**src/rtl/alg_amba_vip_pkg.sv**
```systemverilog
// Shared AXI widths and W-channel FSM state type for the VIP limiter slice.
package alg_amba_vip_pkg;
  localparam int AXI_ADDR_W  = 64;
  localparam int AXI_ID_W    = 5;
  localparam int AXI_LEN_W   = 8;
  localparam int AXI_SIZE_W  = 3;
  localparam int AXI_BURST_W = 2;
  localparam int AXI_RESP_W  = 2;
  // Outstanding counters cover 0..31
  localparam int CNT_W       = 5;

  typedef enum logic {
    W_IDLE  = 1'b0,
    W_BURST = 1'b1
  } w_state_t;
endpackage

```
**src/rtl/al_vip_axi_if.sv**
```systemverilog
// AXI4 bundle with master/slave views used on both sides of the limiter.
interface al_vip_axi_if import alg_amba_vip_pkg::*; #(
  parameter int DATA_WIDTH = 128
) ();
  logic [AXI_ID_W-1:0]     awid;
  logic [AXI_ADDR_W-1:0]   awaddr;
  logic [AXI_LEN_W-1:0]    awlen;
  logic [AXI_SIZE_W-1:0]   awsize;
  logic [AXI_BURST_W-1:0]  awburst;
  logic                    awvalid;
  logic                    awready;

  logic [DATA_WIDTH-1:0]   wdata;
  logic [DATA_WIDTH/8-1:0] wstrb;
  logic                    wlast;
  logic                    wvalid;
  logic                    wready;

  logic [AXI_ID_W-1:0]     bid;
  logic [AXI_RESP_W-1:0]   bresp;
  logic                    bvalid;
  logic                    bready;

  logic [AXI_ID_W-1:0]     arid;
  logic [AXI_ADDR_W-1:0]   araddr;
  logic [AXI_LEN_W-1:0]    arlen;
  logic [AXI_SIZE_W-1:0]   arsize;
  logic [AXI_BURST_W-1:0]  arburst;
  logic                    arvalid;
  logic                    arready;

  logic [AXI_ID_W-1:0]     rid;
  logic [DATA_WIDTH-1:0]   rdata;
  logic [AXI_RESP_W-1:0]   rresp;
  logic                    rlast;
  logic                    rvalid;
  logic                    rready;

  modport mastermod (
    output awid, awaddr, awlen, awsize, awburst, awvalid, input awready,
    output wdata, wstrb, wlast, wvalid, input wready,
    input  bid, bresp, bvalid, output bready,
    output arid, araddr, arlen, arsize, arburst, arvalid, input arready,
    input  rid, rdata, rresp, rlast, rvalid, output rready
  );

  modport slavemod (
    input  awid, awaddr, awlen, awsize, awburst, awvalid, output awready,
    input  wdata, wstrb, wlast, wvalid, output wready,
    output bid, bresp, bvalid, input bready,
    input  arid, araddr, arlen, arsize, arburst, arvalid, output arready,
    output rid, rdata, rresp, rlast, rvalid, input rready
  );
endinterface

```
**src/rtl/alg_amba_vip_sync_fifo.sv**
```systemverilog
// Small synchronous FIFO; a push is accepted while full if a pop happens in the same cycle.
module alg_amba_vip_sync_fifo #(
  parameter int WIDTH = 8,
  parameter int DEPTH = 8
) (
  input  logic             clk,
  input  logic             rst,
  input  logic             push,
  input  logic [WIDTH-1:0] din,
  input  logic             pop,
  output logic [WIDTH-1:0] dout,
  output logic             full,
  output logic             empty
);
  localparam int PW = (DEPTH > 1) ? $clog2(DEPTH) : 1;
  localparam int CW = $clog2(DEPTH + 1);

  logic [WIDTH-1:0] r_mem [DEPTH];
  logic [PW-1:0]    r_wptr, r_rptr;
  logic [CW-1:0]    r_count;
  logic             w_push, w_pop;

  function automatic logic [PW-1:0] ptr_next(input logic [PW-1:0] p);
    return (p == PW'(DEPTH - 1)) ? '0 : p + 1'b1;
  endfunction

  assign empty  = (r_count == '0);
  assign full   = (r_count == CW'(DEPTH));
  assign w_pop  = pop & ~empty;
  assign w_push = push & (~full | w_pop);
  assign dout   = r_mem[r_rptr];

  // Storage carries no reset; occupancy alone says what is valid
  always_ff @(posedge clk)
    if (w_push) r_mem[r_wptr] <= din;

  // Pointers and occupancy
  always_ff @(posedge clk or posedge rst)
    if (rst) begin
      r_wptr  <= '0;
      r_rptr  <= '0;
      r_count <= '0;
    end else begin
      if (w_push) r_wptr <= ptr_next(r_wptr);
      if (w_pop)  r_rptr <= ptr_next(r_rptr);
      case ({w_push, w_pop})
        2'b10:   r_count <= r_count + 1'b1;
        2'b01:   r_count <= r_count - 1'b1;
        default: r_count <= r_count;
      endcase
    end
endmodule

```
**src/rtl/alg_amba_vip_ot_limiter.sv**
```systemverilog
// Outstanding-transaction limiter between the VIP pipe stage and the DUT.
// Payload flows through combinationally; only AR/AW/W valid/ready are gated.
module alg_amba_vip_ot_limiter import alg_amba_vip_pkg::*; #(
  parameter int MAX_OUT_RD = 8,
  parameter int MAX_OUT_WR = 8,
  parameter int DATA_WIDTH = 128
) (
  input  logic             clk,
  input  logic             rst,
  al_vip_axi_if.slavemod   s_axi,
  al_vip_axi_if.mastermod  m_axi,
  output logic [CNT_W-1:0] rd_outstanding,
  output logic [CNT_W-1:0] wr_outstanding,
  output logic             err_rd_underflow,
  output logic             err_wr_underflow,
  output logic             err_wlast
);
  logic [CNT_W-1:0]     r_rd_cnt, r_wr_cnt;
  logic                 r_err_rd_uf, r_err_wr_uf, r_err_wlast;
  w_state_t             r_wstate;
  logic [AXI_LEN_W-1:0] r_beat_cnt;

  logic                 w_rd_ok, w_wr_ok, w_w_ok;
  logic                 w_ar_hs, w_r_done, w_aw_hs, w_b_hs, w_w_hs, w_pop;
  logic                 w_fifo_full, w_fifo_empty;
  logic [AXI_LEN_W-1:0] w_head, w_beat_idx;
  logic                 w_wlast_bad;
  logic [DATA_WIDTH-1:0] w_wdata, w_rdata;

  // Payload pass-through, both directions
  assign m_axi.awid    = s_axi.awid;
  assign m_axi.awaddr  = s_axi.awaddr;
  assign m_axi.awlen   = s_axi.awlen;
  assign m_axi.awsize  = s_axi.awsize;
  assign m_axi.awburst = s_axi.awburst;
  assign w_wdata       = s_axi.wdata;
  assign m_axi.wdata   = w_wdata;
  assign m_axi.wstrb   = s_axi.wstrb;
  assign m_axi.wlast   = s_axi.wlast;
  assign m_axi.arid    = s_axi.arid;
  assign m_axi.araddr  = s_axi.araddr;
  assign m_axi.arlen   = s_axi.arlen;
  assign m_axi.arsize  = s_axi.arsize;
  assign m_axi.arburst = s_axi.arburst;
  assign s_axi.bid     = m_axi.bid;
  assign s_axi.bresp   = m_axi.bresp;
  assign s_axi.bvalid  = m_axi.bvalid;
  assign m_axi.bready  = s_axi.bready;
  assign s_axi.rid     = m_axi.rid;
  assign w_rdata       = m_axi.rdata;
  assign s_axi.rdata   = w_rdata;
  assign s_axi.rresp   = m_axi.rresp;
  assign s_axi.rlast   = m_axi.rlast;
  assign s_axi.rvalid  = m_axi.rvalid;
  assign m_axi.rready  = s_axi.rready;

  // Gates are forced closed while reset is high
  assign w_rd_ok = ~rst & (r_rd_cnt < CNT_W'(MAX_OUT_RD));
  assign w_wr_ok = ~rst & (r_wr_cnt < CNT_W'(MAX_OUT_WR)) & ~w_fifo_full;
  // FIFO is only written on the clock edge, so W never bypasses its own AW
  assign w_w_ok  = ~rst & ~w_fifo_empty;

  assign m_axi.arvalid = s_axi.arvalid & w_rd_ok;
  assign s_axi.arready = m_axi.arready & w_rd_ok;
  assign m_axi.awvalid = s_axi.awvalid & w_wr_ok;
  assign s_axi.awready = m_axi.awready & w_wr_ok;
  assign m_axi.wvalid  = s_axi.wvalid  & w_w_ok;
  assign s_axi.wready  = m_axi.wready  & w_w_ok;

  assign w_ar_hs  = s_axi.arvalid & m_axi.arready & w_rd_ok;
  assign w_r_done = m_axi.rvalid & s_axi.rready & m_axi.rlast;
  assign w_aw_hs  = s_axi.awvalid & m_axi.awready & w_wr_ok;
  assign w_b_hs   = m_axi.bvalid & s_axi.bready;
  assign w_w_hs   = s_axi.wvalid & m_axi.wready & w_w_ok;
  assign w_pop    = w_w_hs & s_axi.wlast;

  alg_amba_vip_sync_fifo #(
    .WIDTH (AXI_LEN_W),
    .DEPTH (MAX_OUT_WR)
  ) u_awlen_fifo (
    .clk   (clk),
    .rst   (rst),
    .push  (w_aw_hs),
    .din   (s_axi.awlen),
    .pop   (w_pop),
    .dout  (w_head),
    .full  (w_fifo_full),
    .empty (w_fifo_empty)
  );

  // Beat index of the current W beat; idle means the next beat is the first
  assign w_beat_idx  = (r_wstate == W_IDLE) ? '0 : r_beat_cnt;
  assign w_wlast_bad = w_w_hs & (s_axi.wlast ? (w_beat_idx != w_head)
                                             : (w_beat_idx == w_head));

  // Read outstanding counter, saturating at 0 with sticky underflow
  always_ff @(posedge clk or posedge rst)
    if (rst) begin
      r_rd_cnt    <= '0;
      r_err_rd_uf <= 1'b0;
    end else begin
      case ({w_ar_hs, w_r_done})
        2'b10:   r_rd_cnt <= r_rd_cnt + 1'b1;
        2'b01:   if (r_rd_cnt != '0) r_rd_cnt <= r_rd_cnt - 1'b1;
        default: r_rd_cnt <= r_rd_cnt;
      endcase
      if (w_r_done && r_rd_cnt == '0) r_err_rd_uf <= 1'b1;
    end

  // Write outstanding counter (AW in, B out), saturating at 0 with sticky underflow
  always_ff @(posedge clk or posedge rst)
    if (rst) begin
      r_wr_cnt    <= '0;
      r_err_wr_uf <= 1'b0;
    end else begin
      case ({w_aw_hs, w_b_hs})
        2'b10:   r_wr_cnt <= r_wr_cnt + 1'b1;
        2'b01:   if (r_wr_cnt != '0) r_wr_cnt <= r_wr_cnt - 1'b1;
        default: r_wr_cnt <= r_wr_cnt;
      endcase
      if (w_b_hs && r_wr_cnt == '0) r_err_wr_uf <= 1'b1;
    end

  // W burst tracker: counts beats, ends only on wlast, flags wlast/awlen disagreement
  always_ff @(posedge clk or posedge rst)
    if (rst) begin
      r_wstate    <= W_IDLE;
      r_beat_cnt  <= '0;
      r_err_wlast <= 1'b0;
    end else begin
      if (w_wlast_bad) r_err_wlast <= 1'b1;
      if (w_w_hs) begin
        if (s_axi.wlast) begin
          r_wstate   <= W_IDLE;
          r_beat_cnt <= '0;
        end else begin
          r_wstate   <= W_BURST;
          r_beat_cnt <= w_beat_idx + 1'b1;
        end
      end
    end

  assign rd_outstanding   = r_rd_cnt;
  assign wr_outstanding   = r_wr_cnt;
  assign err_rd_underflow = r_err_rd_uf;
  assign err_wr_underflow = r_err_wr_uf;
  assign err_wlast        = r_err_wlast;
endmodule

```
**src/flat_wrapper.sv**
```systemverilog
// flat-port wrapper written by rule: the top's interface ports become plain ports
module alg_amba_vip_ot_limiter_flat import alg_amba_vip_pkg::*;
#(
  parameter int MAX_OUT_RD = 8,
  parameter int MAX_OUT_WR = 8,
  parameter int DATA_WIDTH = 128
)
  (clk, rst, rd_outstanding, wr_outstanding, err_rd_underflow, err_wr_underflow, err_wlast, s_axi_awid, s_axi_awaddr, s_axi_awlen, s_axi_awsize, s_axi_awburst, s_axi_awvalid, s_axi_awready, s_axi_wdata, s_axi_wstrb, s_axi_wlast, s_axi_wvalid, s_axi_wready, s_axi_bid, s_axi_bresp, s_axi_bvalid, s_axi_bready, s_axi_arid, s_axi_araddr, s_axi_arlen, s_axi_arsize, s_axi_arburst, s_axi_arvalid, s_axi_arready, s_axi_rid, s_axi_rdata, s_axi_rresp, s_axi_rlast, s_axi_rvalid, s_axi_rready, m_axi_awid, m_axi_awaddr, m_axi_awlen, m_axi_awsize, m_axi_awburst, m_axi_awvalid, m_axi_awready, m_axi_wdata, m_axi_wstrb, m_axi_wlast, m_axi_wvalid, m_axi_wready, m_axi_bid, m_axi_bresp, m_axi_bvalid, m_axi_bready, m_axi_arid, m_axi_araddr, m_axi_arlen, m_axi_arsize, m_axi_arburst, m_axi_arvalid, m_axi_arready, m_axi_rid, m_axi_rdata, m_axi_rresp, m_axi_rlast, m_axi_rvalid, m_axi_rready);
  al_vip_axi_if #(.DATA_WIDTH(DATA_WIDTH)) s_axi_i ();
  al_vip_axi_if #(.DATA_WIDTH(DATA_WIDTH)) m_axi_i ();
  input  logic clk;
  input  logic rst;
  output logic [CNT_W-1:0] rd_outstanding;
  output logic [CNT_W-1:0] wr_outstanding;
  output logic err_rd_underflow;
  output logic err_wr_underflow;
  output logic err_wlast;
  input wire logic [$bits(s_axi_i.awid)-1:0] s_axi_awid;
  input wire logic [$bits(s_axi_i.awaddr)-1:0] s_axi_awaddr;
  input wire logic [$bits(s_axi_i.awlen)-1:0] s_axi_awlen;
  input wire logic [$bits(s_axi_i.awsize)-1:0] s_axi_awsize;
  input wire logic [$bits(s_axi_i.awburst)-1:0] s_axi_awburst;
  input wire logic [$bits(s_axi_i.awvalid)-1:0] s_axi_awvalid;
  output wire logic [$bits(s_axi_i.awready)-1:0] s_axi_awready;
  input wire logic [$bits(s_axi_i.wdata)-1:0] s_axi_wdata;
  input wire logic [$bits(s_axi_i.wstrb)-1:0] s_axi_wstrb;
  input wire logic [$bits(s_axi_i.wlast)-1:0] s_axi_wlast;
  input wire logic [$bits(s_axi_i.wvalid)-1:0] s_axi_wvalid;
  output wire logic [$bits(s_axi_i.wready)-1:0] s_axi_wready;
  output wire logic [$bits(s_axi_i.bid)-1:0] s_axi_bid;
  output wire logic [$bits(s_axi_i.bresp)-1:0] s_axi_bresp;
  output wire logic [$bits(s_axi_i.bvalid)-1:0] s_axi_bvalid;
  input wire logic [$bits(s_axi_i.bready)-1:0] s_axi_bready;
  input wire logic [$bits(s_axi_i.arid)-1:0] s_axi_arid;
  input wire logic [$bits(s_axi_i.araddr)-1:0] s_axi_araddr;
  input wire logic [$bits(s_axi_i.arlen)-1:0] s_axi_arlen;
  input wire logic [$bits(s_axi_i.arsize)-1:0] s_axi_arsize;
  input wire logic [$bits(s_axi_i.arburst)-1:0] s_axi_arburst;
  input wire logic [$bits(s_axi_i.arvalid)-1:0] s_axi_arvalid;
  output wire logic [$bits(s_axi_i.arready)-1:0] s_axi_arready;
  output wire logic [$bits(s_axi_i.rid)-1:0] s_axi_rid;
  output wire logic [$bits(s_axi_i.rdata)-1:0] s_axi_rdata;
  output wire logic [$bits(s_axi_i.rresp)-1:0] s_axi_rresp;
  output wire logic [$bits(s_axi_i.rlast)-1:0] s_axi_rlast;
  output wire logic [$bits(s_axi_i.rvalid)-1:0] s_axi_rvalid;
  input wire logic [$bits(s_axi_i.rready)-1:0] s_axi_rready;
  output wire logic [$bits(m_axi_i.awid)-1:0] m_axi_awid;
  output wire logic [$bits(m_axi_i.awaddr)-1:0] m_axi_awaddr;
  output wire logic [$bits(m_axi_i.awlen)-1:0] m_axi_awlen;
  output wire logic [$bits(m_axi_i.awsize)-1:0] m_axi_awsize;
  output wire logic [$bits(m_axi_i.awburst)-1:0] m_axi_awburst;
  output wire logic [$bits(m_axi_i.awvalid)-1:0] m_axi_awvalid;
  input wire logic [$bits(m_axi_i.awready)-1:0] m_axi_awready;
  output wire logic [$bits(m_axi_i.wdata)-1:0] m_axi_wdata;
  output wire logic [$bits(m_axi_i.wstrb)-1:0] m_axi_wstrb;
  output wire logic [$bits(m_axi_i.wlast)-1:0] m_axi_wlast;
  output wire logic [$bits(m_axi_i.wvalid)-1:0] m_axi_wvalid;
  input wire logic [$bits(m_axi_i.wready)-1:0] m_axi_wready;
  input wire logic [$bits(m_axi_i.bid)-1:0] m_axi_bid;
  input wire logic [$bits(m_axi_i.bresp)-1:0] m_axi_bresp;
  input wire logic [$bits(m_axi_i.bvalid)-1:0] m_axi_bvalid;
  output wire logic [$bits(m_axi_i.bready)-1:0] m_axi_bready;
  output wire logic [$bits(m_axi_i.arid)-1:0] m_axi_arid;
  output wire logic [$bits(m_axi_i.araddr)-1:0] m_axi_araddr;
  output wire logic [$bits(m_axi_i.arlen)-1:0] m_axi_arlen;
  output wire logic [$bits(m_axi_i.arsize)-1:0] m_axi_arsize;
  output wire logic [$bits(m_axi_i.arburst)-1:0] m_axi_arburst;
  output wire logic [$bits(m_axi_i.arvalid)-1:0] m_axi_arvalid;
  input wire logic [$bits(m_axi_i.arready)-1:0] m_axi_arready;
  input wire logic [$bits(m_axi_i.rid)-1:0] m_axi_rid;
  input wire logic [$bits(m_axi_i.rdata)-1:0] m_axi_rdata;
  input wire logic [$bits(m_axi_i.rresp)-1:0] m_axi_rresp;
  input wire logic [$bits(m_axi_i.rlast)-1:0] m_axi_rlast;
  input wire logic [$bits(m_axi_i.rvalid)-1:0] m_axi_rvalid;
  output wire logic [$bits(m_axi_i.rready)-1:0] m_axi_rready;
  assign s_axi_i.awid = s_axi_awid;
  assign s_axi_i.awaddr = s_axi_awaddr;
  assign s_axi_i.awlen = s_axi_awlen;
  assign s_axi_i.awsize = s_axi_awsize;
  assign s_axi_i.awburst = s_axi_awburst;
  assign s_axi_i.awvalid = s_axi_awvalid;
  assign s_axi_awready = s_axi_i.awready;
  assign s_axi_i.wdata = s_axi_wdata;
  assign s_axi_i.wstrb = s_axi_wstrb;
  assign s_axi_i.wlast = s_axi_wlast;
  assign s_axi_i.wvalid = s_axi_wvalid;
  assign s_axi_wready = s_axi_i.wready;
  assign s_axi_bid = s_axi_i.bid;
  assign s_axi_bresp = s_axi_i.bresp;
  assign s_axi_bvalid = s_axi_i.bvalid;
  assign s_axi_i.bready = s_axi_bready;
  assign s_axi_i.arid = s_axi_arid;
  assign s_axi_i.araddr = s_axi_araddr;
  assign s_axi_i.arlen = s_axi_arlen;
  assign s_axi_i.arsize = s_axi_arsize;
  assign s_axi_i.arburst = s_axi_arburst;
  assign s_axi_i.arvalid = s_axi_arvalid;
  assign s_axi_arready = s_axi_i.arready;
  assign s_axi_rid = s_axi_i.rid;
  assign s_axi_rdata = s_axi_i.rdata;
  assign s_axi_rresp = s_axi_i.rresp;
  assign s_axi_rlast = s_axi_i.rlast;
  assign s_axi_rvalid = s_axi_i.rvalid;
  assign s_axi_i.rready = s_axi_rready;
  assign m_axi_awid = m_axi_i.awid;
  assign m_axi_awaddr = m_axi_i.awaddr;
  assign m_axi_awlen = m_axi_i.awlen;
  assign m_axi_awsize = m_axi_i.awsize;
  assign m_axi_awburst = m_axi_i.awburst;
  assign m_axi_awvalid = m_axi_i.awvalid;
  assign m_axi_i.awready = m_axi_awready;
  assign m_axi_wdata = m_axi_i.wdata;
  assign m_axi_wstrb = m_axi_i.wstrb;
  assign m_axi_wlast = m_axi_i.wlast;
  assign m_axi_wvalid = m_axi_i.wvalid;
  assign m_axi_i.wready = m_axi_wready;
  assign m_axi_i.bid = m_axi_bid;
  assign m_axi_i.bresp = m_axi_bresp;
  assign m_axi_i.bvalid = m_axi_bvalid;
  assign m_axi_bready = m_axi_i.bready;
  assign m_axi_arid = m_axi_i.arid;
  assign m_axi_araddr = m_axi_i.araddr;
  assign m_axi_arlen = m_axi_i.arlen;
  assign m_axi_arsize = m_axi_i.arsize;
  assign m_axi_arburst = m_axi_i.arburst;
  assign m_axi_arvalid = m_axi_i.arvalid;
  assign m_axi_i.arready = m_axi_arready;
  assign m_axi_i.rid = m_axi_rid;
  assign m_axi_i.rdata = m_axi_rdata;
  assign m_axi_i.rresp = m_axi_rresp;
  assign m_axi_i.rlast = m_axi_rlast;
  assign m_axi_i.rvalid = m_axi_rvalid;
  assign m_axi_rready = m_axi_i.rready;
  alg_amba_vip_ot_limiter #(.MAX_OUT_RD(MAX_OUT_RD), .MAX_OUT_WR(MAX_OUT_WR), .DATA_WIDTH(DATA_WIDTH)) u_core (.clk(clk), .rst(rst), .s_axi(s_axi_i), .m_axi(m_axi_i), .rd_outstanding(rd_outstanding), .wr_outstanding(wr_outstanding), .err_rd_underflow(err_rd_underflow), .err_wr_underflow(err_wr_underflow), .err_wlast(err_wlast));
endmodule
```
**config.mk**
```make
export PLATFORM = sky130hd
export DESIGN_NAME = alg_amba_vip_ot_limiter_flat
export DESIGN_NICKNAME = d
export VERILOG_FILES = /design/src/rtl/alg_amba_vip_pkg.sv /design/src/rtl/al_vip_axi_if.sv /design/src/rtl/alg_amba_vip_sync_fifo.sv /design/src/rtl/alg_amba_vip_ot_limiter.sv /design/src/flat_wrapper.sv
export SDC_FILE = /design/constraint.sdc
export NUM_CORES = 1
export LEC_CHECK = 0
export BUFFER_PORTS_ARGS = -buffer_cell sky130_fd_sc_hd__buf_2
export CAP_MARGIN = 0
export CORE_AREA = 2 2 365 367
export DETAILED_ROUTE_END_ITERATION = 7
export DIE_AREA = 0 0 367 369
export MAX_ROUTING_LAYER = met4
export PLACE_DENSITY = 0.3
export SLEW_MARGIN = 20
export SYNTH_ARGS = -nofsm -noshare
export SYNTH_HDL_FRONTEND = slang
export SYNTH_SLANG_ARGS = --single-unit
```
**constraint.sdc**
```tcl
create_clock -name clk -period 3.3 [get_ports clk]
set_input_delay 0.99 -clock clk [delete_from_list [all_inputs] [get_ports clk]]
set_output_delay 0.99 -clock clk [all_outputs]
set_load 0.01 [all_outputs]
```
# Word level (Yosys, flattened, before mapping)
# Memory sizes are Yosys's and may differ from the RTL's.
# Cells that the tools add are included.
dict set report totals {
  register_bits 32
  ram_bits 64
  in_bits 464
  output_inout_bits 475
  word_cells 87
  memories 1
}
dict set report op_classes {
  addsub 9
  magnitude_cmp 2
  n_eq_ne 13
  muxes 13
  bitwise 27
  n_reduce_logical 12
}
# name depth width rd rd_ports_with_merged_regs write_ports line
set mem_list {}
lappend mem_list {u_core.u_awlen_fifo.r_mem 8 8 1 0 1 alg_amba_vip_sync_fifo.sv:18} ;# logic [WIDTH-1:0] r_mem [DEPTH];
# operator count
set ops {}
lappend ops {{$and 1x1->1} 23}
lappend ops {{$pmux 5 s2} 2}
lappend ops {{$mux 8} 2}
lappend ops {{$add 5x1->5 const B} 2}
lappend ops {{$logic_not 5->1} 2}
lappend ops {{$lt 5x4->1 const B} 2}
lappend ops {{$mux 5} 2}
lappend ops {{$reduce_bool 5->1} 2}
lappend ops {{$sub 5x1->5 const B} 2}
lappend ops {{$add 8x1->8 const B} 1}
lappend ops {{$eq 8x8->1} 1}
lappend ops {{$ne 8x8->1} 1}
lappend ops {{$pmux 4 s2} 1}
lappend ops {{$add 3x1->3 const B} 2}
lappend ops {{$eq 2x1->1 const B} 3}
lappend ops {{$eq 2x2->1 const B} 3}
lappend ops {{$eq 3x3->1 const B} 2}
lappend ops {{$mux 3} 2}
lappend ops {{$reduce_bool 2->1} 3}
lappend ops {{$add 4x1->4 const B} 1}
lappend ops {{$eq 4x4->1 const B} 1}
lappend ops {{$logic_not 4->1} 1}
lappend ops {{$mux 1} 4}
lappend ops {{$ne 2x1->1 const B} 2}
lappend ops {{other kinds (5)} 9}

# Longest topological paths before layout
dict set report depth {
  ltp_word 10
  ltp_mapped 12
  depth_no_buf 12
}

# Hierarchy
# From an unflattened synthesis, not the netlist that was laid out.
dict set report hier_totals {
  hier_cells 787
  area_unflattened_um2 8091.5
}
# mod instances cells_per_inst area_per_inst_um2 seq_area_each_um2
set modules_own_cells {}
lappend modules_own_cells {alg_amba_vip_ot_limiter 1 625 4972.3 550.5}
lappend modules_own_cells {alg_amba_vip_sync_fifo 1 162 3119.2 2172.1}

# Worst setup path before layout
# OpenSTA, ideal clock, no wires.
dict set report synth_timing {
  path_kind {input to register}
  startpoint {in rst}
  endpoint {reg u_core.r_wr_cnt[4], in the netlist u_core.wr_outstanding[4]}
  setup_time_ns 0.125
  t_arrival_ns 3.510
  t_required_ns 3.175
  slack_ns -0.335
  stages 10
  path_buffers 0
  path_cell_list {inv_1 > nand4_1 > nand3_1 > inv_1 > ha_1 > a21o_1 > a21oi_1 > xnor2_1 > nand2_1 > xnor2_1}
}
dict set report synth_between {
  elab_chain_len 7
  elab_cells_between_ends 10
  cone_classes {eq/ne (3); mux (1); bitwise (4); reduce/logical (2)}
}
# item line
set synth_lines {}
lappend synth_lines {{start, declared} flat_wrapper.sv:12} ;# input logic rst;
lappend synth_lines {{$not 1->1 *} alg_amba_vip_ot_limiter.sv:59} ;# assign w_wr_ok = ~rst & (r_wr_cnt < CNT_W'(MAX_OUT_WR)) & ~w_fifo_full;
lappend synth_lines {{$and 1x1->1 * (2 in a row)} alg_amba_vip_ot_limiter.sv:59}
lappend synth_lines {{$and 1x1->1 *} alg_amba_vip_ot_limiter.sv:72} ;# assign w_aw_hs = s_axi.awvalid & m_axi.awready & w_wr_ok;
lappend synth_lines {{$eq 2x1->1 or $eq 2x2->1 (tied branches)} alg_amba_vip_ot_limiter.sv:116} ;# case ({w_aw_hs, w_b_hs})
lappend synth_lines {{$ne 2x1->1 (no line) or $reduce_bool 2->1 (tied branches)} --}
lappend synth_lines {{$reduce_and 2->1 (no line)} --}
lappend synth_lines {{end signal, assigned} alg_amba_vip_ot_limiter.sv:117} ;# 2'b10: r_wr_cnt <= r_wr_cnt + 1'b1;
lappend synth_lines {{end signal, assigned} alg_amba_vip_ot_limiter.sv:118} ;# 2'b01: if (r_wr_cnt != '0) r_wr_cnt <= r_wr_cnt - 1'b1;
lappend synth_lines {{end signal, assigned} alg_amba_vip_ot_limiter.sv:119} ;# default: r_wr_cnt <= r_wr_cnt;
lappend synth_lines {{end, declared} alg_amba_vip_ot_limiter.sv:18} ;# logic [CNT_W-1:0] r_rd_cnt, r_wr_cnt;
# Mark *: on every way between the ends. The rest lies on a longest branch, timed or not.
# A chain may end at the register's enable or synchronous reset.

# Worst setup path after layout
dict set report layout_timing {
  startpoint {in rst}
  endpoint {out m_axi_arvalid}
}
dict set report layout_between {
  elab_chain_len 3
}
# item line
set layout_lines {}
lappend layout_lines {{$not 1->1} alg_amba_vip_ot_limiter.sv:58} ;# assign w_rd_ok = ~rst & (r_rd_cnt < CNT_W'(MAX_OUT_RD));
lappend layout_lines {{$and 1x1->1} alg_amba_vip_ot_limiter.sv:58}
lappend layout_lines {{$and 1x1->1} alg_amba_vip_ot_limiter.sv:63} ;# assign m_axi.arvalid = s_axi.arvalid & w_rd_ok;
lappend layout_lines {{end, declared} flat_wrapper.sv:68} ;# output wire logic [$bits(m_axi_i.arvalid)-1:0] m_axi_arvalid;
# Every way passes these cells.

==> flow_summary.ini <==
[outcome]
status = finished clean

[critical_path]
worstPathArrival_ps = 1910
crit_type = primary input to output pin
worstSetupEndpointType = output pin
ff2ff_path_depth = 11
cp_max_fo = 3
crit-reg2reg-launch = u_core.wr_outstanding[3]
worst_setup_path_start_kind = primary input
r2r_slack_ps = 510
worstPathRequired_ps = 2310
r2r-end = u_core.wr_outstanding[4]

[detailed_routing]
vias = 4100
via_per_inst = 1.89
drc = 0
dr.pass1.iters = 4
ant_nets = 0
drt_wl_total_um = 104000
avgRoutedWirePerCell_um = 48.1
drt_iter0_drc = 296

[grt]
grt_util_all_layers_pct = 15.2
use_met1_pct = 6.42
overflow = 0
grt_util_met2_pct = 15.4
antenna_found_initial = 3
grt_max_degree = 33
first_global_vias = 3883
busiest_layer = met3
met3_usage_pct = 36.0
grt_first_pass_wirelength_um = 114000

[timing]
period_share_pct = 87.9
setup_ws_ps = 400
max_slew.worst_pin.slew_ps = 751
timing.fmax_mhz = 345
drv_slew = 0
rsz0062_at_grt = false
skew_ps = 11.3
relSlewSlack_pct = 50.0
period_needed_ps = 2900
setup-tns-final_ps = 0
setup_viol = 0
hold_viol_final = 0

[clock_tree]
clk_path_buf_depth = 2
clkLatencyLatePin_ps = 380
ctsHoldBuffers = 0
cts_buffers = 9
cts_setup_buffers = 0
cts_tree = built
root_buffer = clkbuf_16
clk_pin_slew_ps = 70
cts.sinks = 96
cts_resized = 0
htree_levels = 3

[die]
core.rowCount = 133
dieArea_um2 = 135000
core_um2 = 131000
die_w_um = 367
die_y_um = 369
io_pins = 939
initial_utilization_pct = 6.10

[cells_and_area]
fillers = 15600
utilization_pct = 5.66
layout.nets = 882
stdcell_count = 2164
drive_gt1_share_pct = 27.0
syn2layout_area_growth_pct = -7.30

[worst_hold_path]
hp-class = flip-flop to flip-flop
worstHoldStart = u_core.err_wr_underflow
min_path_cells = 1
holdPathEnd = u_core.err_wr_underflow

[synthesis]
synth_top_flop_cell = edfxtp_1
netlist.area_leader.share_pct = 42.9
synth_edf_count = 64
ys_types = 45
postSynth.asyncResetShare_pct = 33.3
syn_area_per_cell_um2 = 10.2
yosys.area.top_type = buf_4
ys_seq_area_share_pct = 34.0
syn_nets = 1262
netlist_area_um2 = 8000
yosys-top-cells-area = buf_4 43%, edfxtp_1 24%, dfrtp_1 10%, mux4_1 3.3%, ha_1 2.2%
synth_warnings = 0
synth_cells = 782
ys_ff_latch = 96

[power]
leakage_nw = 2.19
power_density_nw_per_um2 = 556
ir_drop_v = 0.000257
design_power_total_w = 0.00413

[placement]
place_ws_ps = 262
hpwl_um = 97800
globalplace.congestion = 0.856
post-place-cells = 2146
io_buffers = 54

[job]
maxCapViolCount = 0
-- worst max-delay path, cell delays in order --
cell	delay [ps]
buf_2	150
nor3_1	250
and2_1	190
buf_4	170
buf_2	150
-- per-stage QoR --
stage	hold WS (ps)	area, um2
2_1_floorplan	462	8000
3_3_place_gp	446	7110
5_1_grt	496	7420
3_5_place_dp	457	7110
4_1_cts	477	7410
6_report	473	7420
-- per-layer routing --
metal,vias up,part of all wire [%]
met2,772,30
met1,1757,16
li1,1376,-
met4,0,3.4
met3,195,51
met5,-,0
-- placed cells by master, fill, tap and decap left out, types with 3 or more instances in the layout --
master	instances
or2_2	3
a21o_1	6
mux2i_1	6
xnor2_1	14
dfrtp_1	32
nor2_1	20
mux4_2	6
mux4_1	10
nor3_1	9
and2_1	5
o41ai_1	3
nand3_1	5
mux2_2	4
o21ai_0	11
inv_1	14
clkbuf_16	9
buf_4	20
nand4_1	4
a21oi_1	15
edfxtp_1	64
nor2b_1	4
nand2b_1	5
xor2_1	8
inv_6	3
buf_2	54
nand2_1	28
and3_1	5
ha_1	14
-- kinds of logic (layout without fill, tap and decap cells) --
group,Yosys count,count (layout),synth area share (%)
compound gates,46,46,3.60
xor+xnor,22,22,2.41
fa+ha+maj,16,16,2.69
buf+inv,480,105,44.6
flops,96,96,34.0
mux,28,28,6.85
other cells,0,2,0
simple gates,94,94,5.86
-- cell usage after synthesis, drive strengths merged, types with 2 or more instances --
master  instances
nor2           20
nand2b          5
o21ai          13
or4             2
dfrtp          32
edfxtp         64
a21o            7
and2            5
mux2            4
nand4           4
nor2b           4
mux4           16
xnor2          14
ha             14
nand3           5
or2             3
clkbuf          2
and3            5
xor2            8
nand2          28
inv            15
a21oi          15
buf           463
o31ai           2
mux2i           8
nor3            9
fa              2
o41ai           3
nor4            2
-- registers in the layout, indices dropped and copies added (netlist names), 3 cells and up --
signal                       cells
u_core.r_beat_cnt                8
u_core.rd_outstanding            5
u_core.u_awlen_fifo.r_count      4
u_core.u_awlen_fifo.r_mem       64
u_core.u_awlen_fifo.r_rptr       3
u_core.u_awlen_fifo.r_wptr       3
u_core.wr_outstanding            5
-- layout make-up --
cell class	count	area, um2	area share (%)
Multi-Input combinational cell	206	1710	23.1
Clock inverter	7	73.8	0.995
Clock buffer	9	225	3.04
Inverter	15	60.1	0.810
Tap cell	1755	2200	29.6
Timing Repair Buffer	74	420	5.67
Sequential cell	96	2720	36.7
Antenna cell	2	5.00	0.0675
-- worst max path at each step --
stage / start / end / cells after the start
after CTS: u_core.wr_outstanding[3] / s_axi_awready / 4
after floorplan: rst / u_core.wr_outstanding[4] / 10
after global placement: rst / u_core.rd_outstanding[4] / 12
after detailed placement: rst / u_core.rd_outstanding[4] / 12
final: rst / m_axi_arvalid / 5
after global routing: u_core.wr_outstanding[3] / u_core.wr_outstanding[4] / 11
-- where the power goes --
part	total [W]	switching [W]	internal, W
Sequential	0.00170	0.000254	0.00144
Clock	0.00112	0.000582	0.000543
Combinational	0.00131	0.000652	0.000654
Total	0.00413	0.00149	0.00264
Note: power is estimated with default switching activity, not from simulation.
